`config.mk`:
```
export PLATFORM = sky130hd
export DESIGN_NAME = chain_mix_sequencer_flat
export DESIGN_NICKNAME = d
export VERILOG_FILES = /design/src/rtl/chain_mix_sequencer_if.sv /design/src/rtl/chain_mix_sequencer.sv /design/src/flat_wrapper.sv
export SDC_FILE = /design/constraint.sdc
export NUM_CORES = 1
export LEC_CHECK = 0
export BUFFER_PORTS_ARGS = -buffer_cell sky130_fd_sc_hd__clkbuf_2
export CAP_MARGIN = 10
export CORE_MARGIN = 2
export CORE_UTILIZATION = 48
export DETAILED_ROUTE_END_ITERATION = 8
export PLACE_DENSITY = 0.8
export RECOVER_POWER = 25
export SLEW_MARGIN = 20
export SYNTH_ARGS = -nofsm -noshare
export SYNTH_HDL_FRONTEND = slang
export SYNTH_SLANG_ARGS = --single-unit
```
`constraint.sdc`:
```
create_clock -name clk -period 3.91 [get_ports clk]
set_input_delay 0.782 -clock clk [delete_from_list [all_inputs] [get_ports clk]]
set_output_delay 0.782 -clock clk [all_outputs]
set_load 0.01 [all_outputs]
```
`src/rtl/chain_mix_sequencer_if.sv`:
```
// Handshake/control bundle between the chain mix sequencer and its controller.
interface chain_mix_sequencer_if #(
    parameter int SEL_W   = 7,
    parameter int DWELL_W = 8
);
    logic               start;
    logic               abort;
    logic [DWELL_W-1:0] flush_cycles;
    logic [DWELL_W-1:0] dwell_cycles;
    logic               pump_ready;
    logic               carrier_open;
    logic               valve_open;
    logic [SEL_W-1:0]   valve_sel;
    logic               busy;
    logic               done;
    logic               aborted;

    modport master (
        output start, abort, flush_cycles, dwell_cycles, pump_ready,
        input  carrier_open, valve_open, valve_sel, busy, done, aborted
    );

    modport slave (
        input  start, abort, flush_cycles, dwell_cycles, pump_ready,
        output carrier_open, valve_open, valve_sel, busy, done, aborted
    );
endinterface

```
`src/rtl/chain_mix_sequencer.sv`:
```
// Chain mix sequencer: primes the carrier inlet, then doses reagent inlets
// k0..k(N_STAGES-1) in order, waiting for pump pressure before every dose.
// Outputs are registered alongside the state so they change on the same edge.
module chain_mix_sequencer #(
    parameter int N_STAGES = 128,
    parameter int SEL_W    = 7,
    parameter int DWELL_W  = 8
) (
    input  logic                    clk,
    input  logic                    rst,
    chain_mix_sequencer_if.slave    bus
);

    typedef enum logic [2:0] {
        IDLE,
        PRIME,
        WAIT_PUMP,
        DOSE,
        SETTLE,
        DONE,
        ABORT
    } state_t;

    localparam logic [SEL_W-1:0] LAST_STAGE = SEL_W'(N_STAGES - 1);

    state_t             state;
    logic [SEL_W-1:0]   stage_idx;
    logic [DWELL_W-1:0] cnt;
    logic [DWELL_W-1:0] dwell_q;

    // Sequencer FSM; outputs are assigned from the state being entered.
    always_ff @(posedge clk or posedge rst) begin
        if (rst) begin
            state            <= IDLE;
            stage_idx        <= '0;
            cnt              <= '0;
            dwell_q          <= '0;
            bus.carrier_open <= 1'b0;
            bus.valve_open   <= 1'b0;
            bus.valve_sel    <= '0;
            bus.busy         <= 1'b0;
            bus.done         <= 1'b0;
            bus.aborted      <= 1'b0;
        end else begin
            bus.carrier_open <= 1'b0;
            bus.valve_open   <= 1'b0;
            bus.valve_sel    <= '0;
            bus.done         <= 1'b0;
            bus.aborted      <= 1'b0;

            // Abort overrides every active-sequence transition; valves close on this edge.
            if (bus.abort && (state == PRIME || state == WAIT_PUMP ||
                              state == DOSE  || state == SETTLE)) begin
                state       <= ABORT;
                bus.aborted <= 1'b1;
            end else begin
                case (state)
                    IDLE: begin
                        if (bus.start) begin
                            dwell_q   <= bus.dwell_cycles;
                            stage_idx <= '0;
                            bus.busy  <= 1'b1;
                            if (bus.flush_cycles != '0) begin
                                state            <= PRIME;
                                cnt              <= bus.flush_cycles - 1'b1;
                                bus.carrier_open <= 1'b1;
                            end else begin
                                state <= WAIT_PUMP;
                            end
                        end
                    end
                    PRIME: begin
                        if (cnt == '0) begin
                            state <= WAIT_PUMP;
                        end else begin
                            cnt              <= cnt - 1'b1;
                            bus.carrier_open <= 1'b1;
                        end
                    end
                    WAIT_PUMP: begin
                        if (bus.pump_ready) begin
                            state          <= DOSE;
                            cnt            <= (dwell_q == '0) ? '0 : dwell_q - 1'b1;
                            bus.valve_open <= 1'b1;
                            bus.valve_sel  <= stage_idx;
                        end
                    end
                    DOSE: begin
                        if (cnt == '0) begin
                            state <= SETTLE;
                        end else begin
                            cnt            <= cnt - 1'b1;
                            bus.valve_open <= 1'b1;
                            bus.valve_sel  <= stage_idx;
                        end
                    end
                    SETTLE: begin
                        if (stage_idx == LAST_STAGE) begin
                            state    <= DONE;
                            bus.done <= 1'b1;
                        end else begin
                            stage_idx <= stage_idx + 1'b1;
                            state     <= WAIT_PUMP;
                        end
                    end
                    DONE: begin
                        state    <= IDLE;
                        bus.busy <= 1'b0;
                    end
                    ABORT: begin
                        state    <= IDLE;
                        bus.busy <= 1'b0;
                    end
                    default: begin
                        state    <= IDLE;
                        bus.busy <= 1'b0;
                    end
                endcase
            end
        end
    end

endmodule

```
`src/flat_wrapper.sv`:
```
// flat-port wrapper written by rule: the top's interface ports become plain ports
module chain_mix_sequencer_flat 
#(
    parameter int N_STAGES = 128,
    parameter int SEL_W    = 7,
    parameter int DWELL_W  = 8
)
  (clk, rst, bus_start, bus_abort, bus_flush_cycles, bus_dwell_cycles, bus_pump_ready, bus_carrier_open, bus_valve_open, bus_valve_sel, bus_busy, bus_done, bus_aborted);
  chain_mix_sequencer_if #(.SEL_W(SEL_W), .DWELL_W(DWELL_W)) bus_i ();
  input  logic clk;
  input  logic rst;
  input wire logic [$bits(bus_i.start)-1:0] bus_start;
  input wire logic [$bits(bus_i.abort)-1:0] bus_abort;
  input wire logic [$bits(bus_i.flush_cycles)-1:0] bus_flush_cycles;
  input wire logic [$bits(bus_i.dwell_cycles)-1:0] bus_dwell_cycles;
  input wire logic [$bits(bus_i.pump_ready)-1:0] bus_pump_ready;
  output wire logic [$bits(bus_i.carrier_open)-1:0] bus_carrier_open;
  output wire logic [$bits(bus_i.valve_open)-1:0] bus_valve_open;
  output wire logic [$bits(bus_i.valve_sel)-1:0] bus_valve_sel;
  output wire logic [$bits(bus_i.busy)-1:0] bus_busy;
  output wire logic [$bits(bus_i.done)-1:0] bus_done;
  output wire logic [$bits(bus_i.aborted)-1:0] bus_aborted;
  assign bus_i.start = bus_start;
  assign bus_i.abort = bus_abort;
  assign bus_i.flush_cycles = bus_flush_cycles;
  assign bus_i.dwell_cycles = bus_dwell_cycles;
  assign bus_i.pump_ready = bus_pump_ready;
  assign bus_carrier_open = bus_i.carrier_open;
  assign bus_valve_open = bus_i.valve_open;
  assign bus_valve_sel = bus_i.valve_sel;
  assign bus_busy = bus_i.busy;
  assign bus_done = bus_i.done;
  assign bus_aborted = bus_i.aborted;
  chain_mix_sequencer #(.N_STAGES(N_STAGES), .SEL_W(SEL_W), .DWELL_W(DWELL_W)) u_core (.clk(clk), .rst(rst), .bus(bus_i));
endmodule
```
Word-level counts from Yosys, hierarchy flattened
Cells that the tools add are included.
{"block": "word_totals", "input_bits": 21, "output_inout_bits": 12, "elab_cells": 82, "regBits": 38}
{"block": "op_classes", "muxes": 35, "n_eq_ne": 14, "bitwise_logic": 2, "n_reduce_logical": 17, "add_sub_neg": 4}
{"cell": "$mux 8", "count": 5}
{"cell": "$mux 7", "count": 5}
{"cell": "$pmux 7 s2", "count": 2}
{"cell": "$pmux 8 s3", "count": 1}
{"cell": "$sub 8x1->8 const B", "count": 3}
{"cell": "$mux 3", "count": 6}
{"cell": "$logic_not 8->1", "count": 2}
{"cell": "$pmux 3 s5", "count": 1}
{"cell": "$mux 1", "count": 11}
{"cell": "$ne 3x3->1 const B", "count": 3}
{"cell": "$ne 2x2->1 const B", "count": 4}
{"cell": "$reduce_and 4->1", "count": 2}
{"cell": "$reduce_bool 8->1", "count": 1}
{"cell": "$add 7x1->7 const B", "count": 1}
{"cell": "$eq 7x7->1 const B", "count": 1}
{"cell": "$eq 3x2->1 const B", "count": 2}
{"cell": "$pmux 1 s2", "count": 3}
{"cell": "$reduce_and 3->1", "count": 2}
{"cell": "$reduce_and 6->1", "count": 1}
{"cell": "$reduce_or 4->1", "count": 1}
{"cell": "$eq 3x1->1 const B", "count": 1}
{"cell": "$eq 3x3->1 const B", "count": 1}
{"cell": "$logic_not 3->1", "count": 1}
{"cell": "$logic_or 1x1->1", "count": 3}
{"cell": "other kinds (8)", "count": 9}

Logic depth before layout (Yosys ltp)
{"block": "depth", "word_depth": 7, "ltp_mapped": 8, "mapped_depth_nobuf": 7}

Least setup slack after synthesis
No wires, ideal clock.
{"block": "synth_path", "path_kind": "input -> register", "from": "input bus_flush_cycles[6]", "to": "register u_core.cnt[4]", "cell_stages": 6, "slack_ps": 1941, "arrival_ps": 1878, "t_required_ps": 3818, "setup_ps": 92, "n_path_buf": 1, "cell_sequence": "nor4_1 a31oi_1 nand3_1 buf_2 nand2_1 o31ai_2"}
{"block": "synth_between", "elab_chain_cells": 3}
{"item": "start: declaration", "line_no": "flat_wrapper.sv:14", "source": "input wire logic [$bits(bus_i.flush_cycles)-1:0] bus_flush_cycles;"}
{"item": "$reduce_bool 8->1", "line_no": "chain_mix_sequencer.sv:63", "source": "if (bus.flush_cycles != '0) begin"}
{"item": "$ne 2x1->1 (no source line)"}
{"item": "$reduce_and 6->1 (no source line)"}
{"item": "end signal: assignment", "line_no": "chain_mix_sequencer.sv:65", "source": "cnt <= bus.flush_cycles - 1'b1;"}
{"item": "end signal: assignment", "line_no": "chain_mix_sequencer.sv:76", "source": "cnt <= cnt - 1'b1;"}
{"item": "end signal: assignment", "line_no": "chain_mix_sequencer.sv:83", "source": "cnt <= (dwell_q == '0) ? '0 : dwell_q - 1'b1;"}
{"item": "end: declaration", "line_no": "chain_mix_sequencer.sv:28", "source": "logic [DWELL_W-1:0] cnt;"}
No other way between the ends.
A chain may end at the register's enable or synchronous reset.

Final worst setup path
{"block": "layout_path", "from": "register u_core.state[2]", "to": "register u_core.cnt[6]"}
{"block": "layout_between", "elab_chain_cells": 7, "word_cells_on_any_way": 18, "classes_between": "8 x eq/ne; 1 x mux; 1 x bitwise; 8 x reduce/logical"}
{"item": "start: declaration", "line_no": "chain_mix_sequencer.sv:26", "source": "state_t state;"}
{"item": "start signal: assignment", "line_no": "chain_mix_sequencer.sv:34", "source": "state <= IDLE;"}
{"item": "start signal: assignment", "line_no": "chain_mix_sequencer.sv:54", "source": "state <= ABORT;"}
{"item": "start signal: assignment", "line_no": "chain_mix_sequencer.sv:64", "source": "state <= PRIME;"}
{"item": "$eq 3x1->1 or $eq 3x2->1 (tied branches)", "line_no": "chain_mix_sequencer.sv:52, chain_mix_sequencer.sv:57"}
{"item": "$logic_or 1x1->1 (2 in a row)", "line_no": "chain_mix_sequencer.sv:52", "source": "if (bus.abort && (state == PRIME || state == WAIT_PUMP ||"}
{"item": "$logic_or 1x1->1", "line_no": "chain_mix_sequencer.sv:53", "source": "state == DOSE || state == SETTLE)) begin"}
{"item": "$logic_and 1x1->1", "line_no": "chain_mix_sequencer.sv:52"}
{"item": "$not 1->1 (no source line)"}
{"item": "$reduce_and 6->1 (no source line)"}
Parallel ways exist; a longest one is shown, timed or not.

==> impl_results.html <==
<table>
<tr><th>Metric</th><th>Value</th></tr>
<tr><th colspan="2">Logic synthesis</th></tr>
<tr><td>Area share of the largest cell type after synthesis</td><td>41.99%</td></tr>
<tr><td>Number of enable flip-flop cells after synthesis</td><td>0</td></tr>
<tr><td>Async set or reset register ratio after synthesis</td><td>100.0%</td></tr>
<tr><td>Share of synthesized area occupied by flip-flops and latches</td><td>41.99%</td></tr>
<tr><td>Cell variety after synth</td><td>just over 50</td></tr>
<tr><td>Largest cells by area after synthesis</td><td>sky130_fd_sc_hd__dfrtp_1 (42%), sky130_fd_sc_hd__mux2_2 (6.0%), sky130_fd_sc_hd__nand2_1 (4.5%), sky130_fd_sc_hd__mux2i_1 (4.0%), sky130_fd_sc_hd__a21oi_1 (3.5%)</td></tr>
<tr><td>Main flop type after synthesis</td><td>sky130_fd_sc_hd__dfrtp_1</td></tr>
<tr><td>Most area-hungry cell type in the Yosys netlist</td><td>sky130_fd_sc_hd__dfrtp_1</td></tr>
<tr><td>Cell area after synthesis</td><td>between 2000 and 2500 sq um</td></tr>
<tr><td>Yosys reg bits</td><td>38</td></tr>
<tr><td>Mean area per synthesized cell</td><td>between 9 and 10 sq um</td></tr>
<tr><td>Warnings, synthesis</td><td>0</td></tr>
<tr><td>Synthesized netlist cell count</td><td>between 200 and 250</td></tr>
<tr><td>Net count of the mapped netlist</td><td>roughly 270</td></tr>
<tr><th colspan="2">Detailed routing</th></tr>
<tr><td>Post-route ant nets</td><td>0</td></tr>
<tr><td>Vias</td><td>between 1500 and 2000</td></tr>
<tr><td>Number of vias per cell</td><td>around 6</td></tr>
<tr><td>Final routed DRC violation total</td><td>0</td></tr>
<tr><td>Wire length per cell after detailed routing</td><td>approximately 15 microns</td></tr>
<tr><td>Total iterations of the first detailed-routing run</td><td>5</td></tr>
<tr><td>Iteration-0 DRC Markers</td><td>roughly 190</td></tr>
<tr><td>Drt total wl</td><td>about 4800 microns</td></tr>
<tr><th colspan="2">STA</th></tr>
<tr><td>Post-route fraction of the period consumed by the critical path</td><td>roughly two thirds</td></tr>
<tr><td>Total Neg Setup Slack</td><td>0 ns</td></tr>
<tr><td>Minimum clock period after layout</td><td>2.613 ns</td></tr>
<tr><td>Max Transition Viols Final</td><td>39</td></tr>
<tr><td>Post-Route Hold Slack</td><td>approximately 0.54 ns</td></tr>
<tr><td>Skew final</td><td>0.006407 ns</td></tr>
<tr><td>Slew headroom</td><td>-32.43%</td></tr>
<tr><td>Timing-limited maximum frequency</td><td>around 0.38 GHz</td></tr>
<tr><td>Final setup violating endpoints</td><td>0</td></tr>
<tr><td>Setup repair after global routing missed its margin</td><td>no</td></tr>
<tr><td>Slew at the pin closest to its max-slew limit</td><td>between 1.5 and 2 ns</td></tr>
<tr><td>Total count of hold-check failures in the final report</td><td>0</td></tr>
<tr><th colspan="2">Setup path</th></tr>
<tr><td>Type of origin of the critical path</td><td>register</td></tr>
<tr><td>Setup slack on the worst flop-to-flop path</td><td>between 1 and 1.5 ns</td></tr>
<tr><td>Kind of critical path</td><td>register to register</td></tr>
<tr><td>Data arrival, critical path</td><td>around 2.8 ns</td></tr>
<tr><td>Slowest Stage Delay on Critical Path</td><td>approximately 0.75 ns</td></tr>
<tr><td>Crit path required time</td><td>between 4 and 5 ns</td></tr>
<tr><td>Cell depth of the worst flop-to-flop path</td><td>7</td></tr>
<tr><td>Worst-path cell chain</td><td>nand2b_1 -&gt; mux2i_1 -&gt; ha_1 -&gt; nand4b_1 -&gt; and4_1 -&gt; a211oi_1 -&gt; o21ai_0</td></tr>
<tr><td>Nature of the critical path endpoint</td><td>register</td></tr>
<tr><td>Maximum fanout along the worst path</td><td>22</td></tr>
<tr><td>CP max stage cell</td><td>sky130_fd_sc_hd__dfrtp_1</td></tr>
<tr><th colspan="2">Die</th></tr>
<tr><td>Number of I/O pins</td><td>33</td></tr>
<tr><td>Initial standard-cell utilization of the core</td><td>just over 50%</td></tr>
<tr><td>Core region area</td><td>4444 sq um</td></tr>
<tr><td>Horizontal extent of the die</td><td>72.69 microns</td></tr>
<tr><td>Die ar.</td><td>~5300 sq um</td></tr>
<tr><td>Vertical extent of the die</td><td>72.69 microns</td></tr>
<tr><td>Number of core rows</td><td>24</td></tr>
<tr><th colspan="2">Power and ir drop</th></tr>
<tr><td>Worst voltage drop across the vdd grid</td><td>about 0.00036 V</td></tr>
<tr><td>Total power divided by cell area</td><td>roughly 730 nW/um^2</td></tr>
<tr><td>Total leakage power</td><td>between 1 and 1.5 nW</td></tr>
<tr><td>Final Power</td><td>around 1.9 mW</td></tr>
<tr><th colspan="2">GRT</th></tr>
<tr><td>Aggregate global routing overflow</td><td>0</td></tr>
<tr><td>Maximum number of pins on one net before global-route repair</td><td>39</td></tr>
<tr><td>First-pass GRT wire length</td><td>approximately 8200 microns</td></tr>
<tr><td>Via count of the first global-routing pass</td><td>1807</td></tr>
<tr><td>Overall global routing resource usage</td><td>19.61%</td></tr>
<tr><td>Antenna violations before repair</td><td>0</td></tr>
<tr><th colspan="2">CTS</th></tr>
<tr><td>Quantity of hold-fixing buffers added after cts</td><td>0</td></tr>
<tr><td>CTS tree</td><td>done</td></tr>
<tr><td>Maximum level of the CTS H-tree</td><td>2</td></tr>
<tr><td>Clock-pin transition on the worst setup and hold timing paths</td><td>~0.070 ns</td></tr>
<tr><td>Insertion delay of the later-clocked pin in the worst-skew pair</td><td>0.29 ns</td></tr>
<tr><td>Clk buf depth</td><td>2</td></tr>
<tr><td>Clock root cell</td><td>sky130_fd_sc_hd__clkbuf_8</td></tr>
<tr><td>Number of buffers created by CTS</td><td>5</td></tr>
<tr><td>Clock net sink count</td><td>38</td></tr>
<tr><td>Post-cts resize count</td><td>0</td></tr>
<tr><td>Setup Fix Bufs, Post-CTS</td><td>0</td></tr>
<tr><th colspan="2">Layout</th></tr>
<tr><td>Area grow syn2layout</td><td>12.87%</td></tr>
<tr><td>Number of antenna repair diodes</td><td>0</td></tr>
<tr><td>Layout cell share with drive strength beyond 1</td><td>21.09%</td></tr>
<tr><td>Layout net count</td><td>300</td></tr>
<tr><td>Final instance area</td><td>about 2600 sq um</td></tr>
<tr><th colspan="2">Run status</th></tr>
<tr><td>Failing checks</td><td>max-capacitance violations, max-slew violations</td></tr>
<tr><td>Result of the run</td><td>finished, violations left</td></tr>
<tr><th colspan="2">Placed design</th></tr>
<tr><td>Post-detailed-placement half-perimeter wirelength</td><td>roughly 3500 microns</td></tr>
<tr><td>Final weighted congestion in routability-driven placement</td><td>between 0.9 and 1</td></tr>
<tr><td>Count of input and output buffers</td><td>32</td></tr>
<tr><td>Total placed instance area</td><td>2447 sq um</td></tr>
<tr><th colspan="2">Worst hold path</th></tr>
<tr><td>Hold WC Path Type</td><td>register to register</td></tr>
<tr><td>Worst Hold Depth</td><td>2</td></tr>
<tr><th colspan="2">Run</th></tr>
<tr><td>Total of max-cap violations</td><td>1</td></tr>
</table>
stage by stage:
step	utilization (%)	std cells	worst slack, ns
2_1_floorplan	-	244	1.941
4_1_cts	57.60	327	1.314
3_3_place_gp	55.07	320	1.411
5_1_grt	57.52	327	0.9663
3_5_place_dp	55.07	320	1.347
6_report	57.52	327	1.297
layout by cell type (no fill, tap or decap), types with 7 or more instances in the layout:
cell and instances:
sky130_fd_sc_hd__mux2i_1 9, sky130_fd_sc_hd__and2_1 7, sky130_fd_sc_hd__nor3_1 9, sky130_fd_sc_hd__nor2_1 21, sky130_fd_sc_hd__a21oi_1 16, sky130_fd_sc_hd__nand3_1 9
sky130_fd_sc_hd__nand2_1 27, sky130_fd_sc_hd__o21ai_0 13, sky130_fd_sc_hd__clkbuf_2 32, sky130_fd_sc_hd__dfrtp_1 38, sky130_fd_sc_hd__mux2_2 12, sky130_fd_sc_hd__inv_1 7
where the power goes:
part / total, mW / internal, mW / switching (mW) / leakage, nW
logic: 0.818 / 0.365 / 0.453 / 0.603
clock network: 0.339 / 0.204 / 0.135 / 0.0573
registers: 0.722 / 0.529 / 0.193 / 0.490
state kept, by name (all words and copies together), names as in the netlist:
register                 flops
u_core.bus.valve_sel         7
u_core.bus.busy              1
u_core.bus.carrier_open      1
u_core.dwell_q               8
u_core.bus.done              1
u_core.cnt                   8
u_core.stage_idx             7
u_core.state                 3
u_core.bus.valve_open        1
u_core.bus.aborted           1
synthesized netlist by cell type, types with 2 or more instances:
| library cell | instances |
|---|---|
| sky130_fd_sc_hd__dfrtp_1 | 38 |
| sky130_fd_sc_hd__clkbuf_1 | 3 |
| sky130_fd_sc_hd__a31oi_1 | 3 |
| sky130_fd_sc_hd__buf_2 | 4 |
| sky130_fd_sc_hd__nand4b_1 | 2 |
| sky130_fd_sc_hd__inv_1 | 7 |
| sky130_fd_sc_hd__nand2_1 | 27 |
| sky130_fd_sc_hd__or3_1 | 4 |
| sky130_fd_sc_hd__o21a_1 | 2 |
| sky130_fd_sc_hd__nor3_1 | 9 |
| sky130_fd_sc_hd__o31ai_1 | 3 |
| sky130_fd_sc_hd__ha_1 | 4 |
| sky130_fd_sc_hd__nand2b_1 | 4 |
| sky130_fd_sc_hd__a211oi_1 | 4 |
| sky130_fd_sc_hd__nor3b_1 | 2 |
| sky130_fd_sc_hd__mux2i_1 | 9 |
| sky130_fd_sc_hd__a22oi_1 | 2 |
| sky130_fd_sc_hd__and2_1 | 7 |
| sky130_fd_sc_hd__xnor2_1 | 2 |
| sky130_fd_sc_hd__nor2_1 | 21 |
| sky130_fd_sc_hd__nor2b_1 | 2 |
| sky130_fd_sc_hd__mux2_2 | 12 |
| sky130_fd_sc_hd__nor4_1 | 3 |
| sky130_fd_sc_hd__and3_1 | 2 |
| sky130_fd_sc_hd__o221ai_1 | 2 |
| sky130_fd_sc_hd__o211ai_1 | 3 |
| sky130_fd_sc_hd__nand3_1 | 9 |
| sky130_fd_sc_hd__xor2_1 | 4 |
| sky130_fd_sc_hd__a21oi_1 | 16 |
| sky130_fd_sc_hd__o21ai_0 | 13 |
worst max-delay path: cells and delay by family (launching register included):
| kind | cells | cell delay (ns) |
|---|---|---|
| and+or+nand+nor | 3 | 0.91 |
| DFF | 1 | 0.75 |
| muxes | 1 | 0.30 |
| adders and majority gates | 1 | 0.28 |
| AOI/OAI and AO/OA | 2 | 0.24 |
worst paths after layout:
check | from | end
max | u_core.state[2] | u_core.cnt[6]
min | u_core.bus.busy | u_core.bus.busy
max reg2reg | u_core.state[2] | u_core.cnt[6]
min reg2reg | u_core.bus.busy | u_core.bus.busy
max in group asynchronous | rst | u_core.cnt[1]
min in group asynchronous | rst | u_core.bus.valve_open
area by class of cell:
type                    instances  area, sq um
well taps                      52        65.06
clock buffers                   6        82.58
fillers                       396         1888
repair buffers                 33        163.9
flip-flops and latches         38        950.9
multi-input cells             190         1237
inverters                       7        26.28
clock inverters                 1        30.03
metal layers:
layer / vias up / share of wire, % / GRT usage [%]
li1: 952 / - / -
met4: 0 / 1.5 / 6.584
met2: 71 / 45 / 30.30
met5: - / 0 / 0
met3: 8 / 5.8 / 3.453
met1: 936 / 48 / 27.99
cell families after synthesis:
group,Yosys count,share of synthesized area [%]
xor+xnor,6,2.320
simple gates,102,23.76
buf+inv,16,3.370
compound gates,57,16.41
flops,38,41.99
fa+ha+maj,4,2.210
mux,21,9.945
No activity file was read; power rests on OpenSTA's default activity.
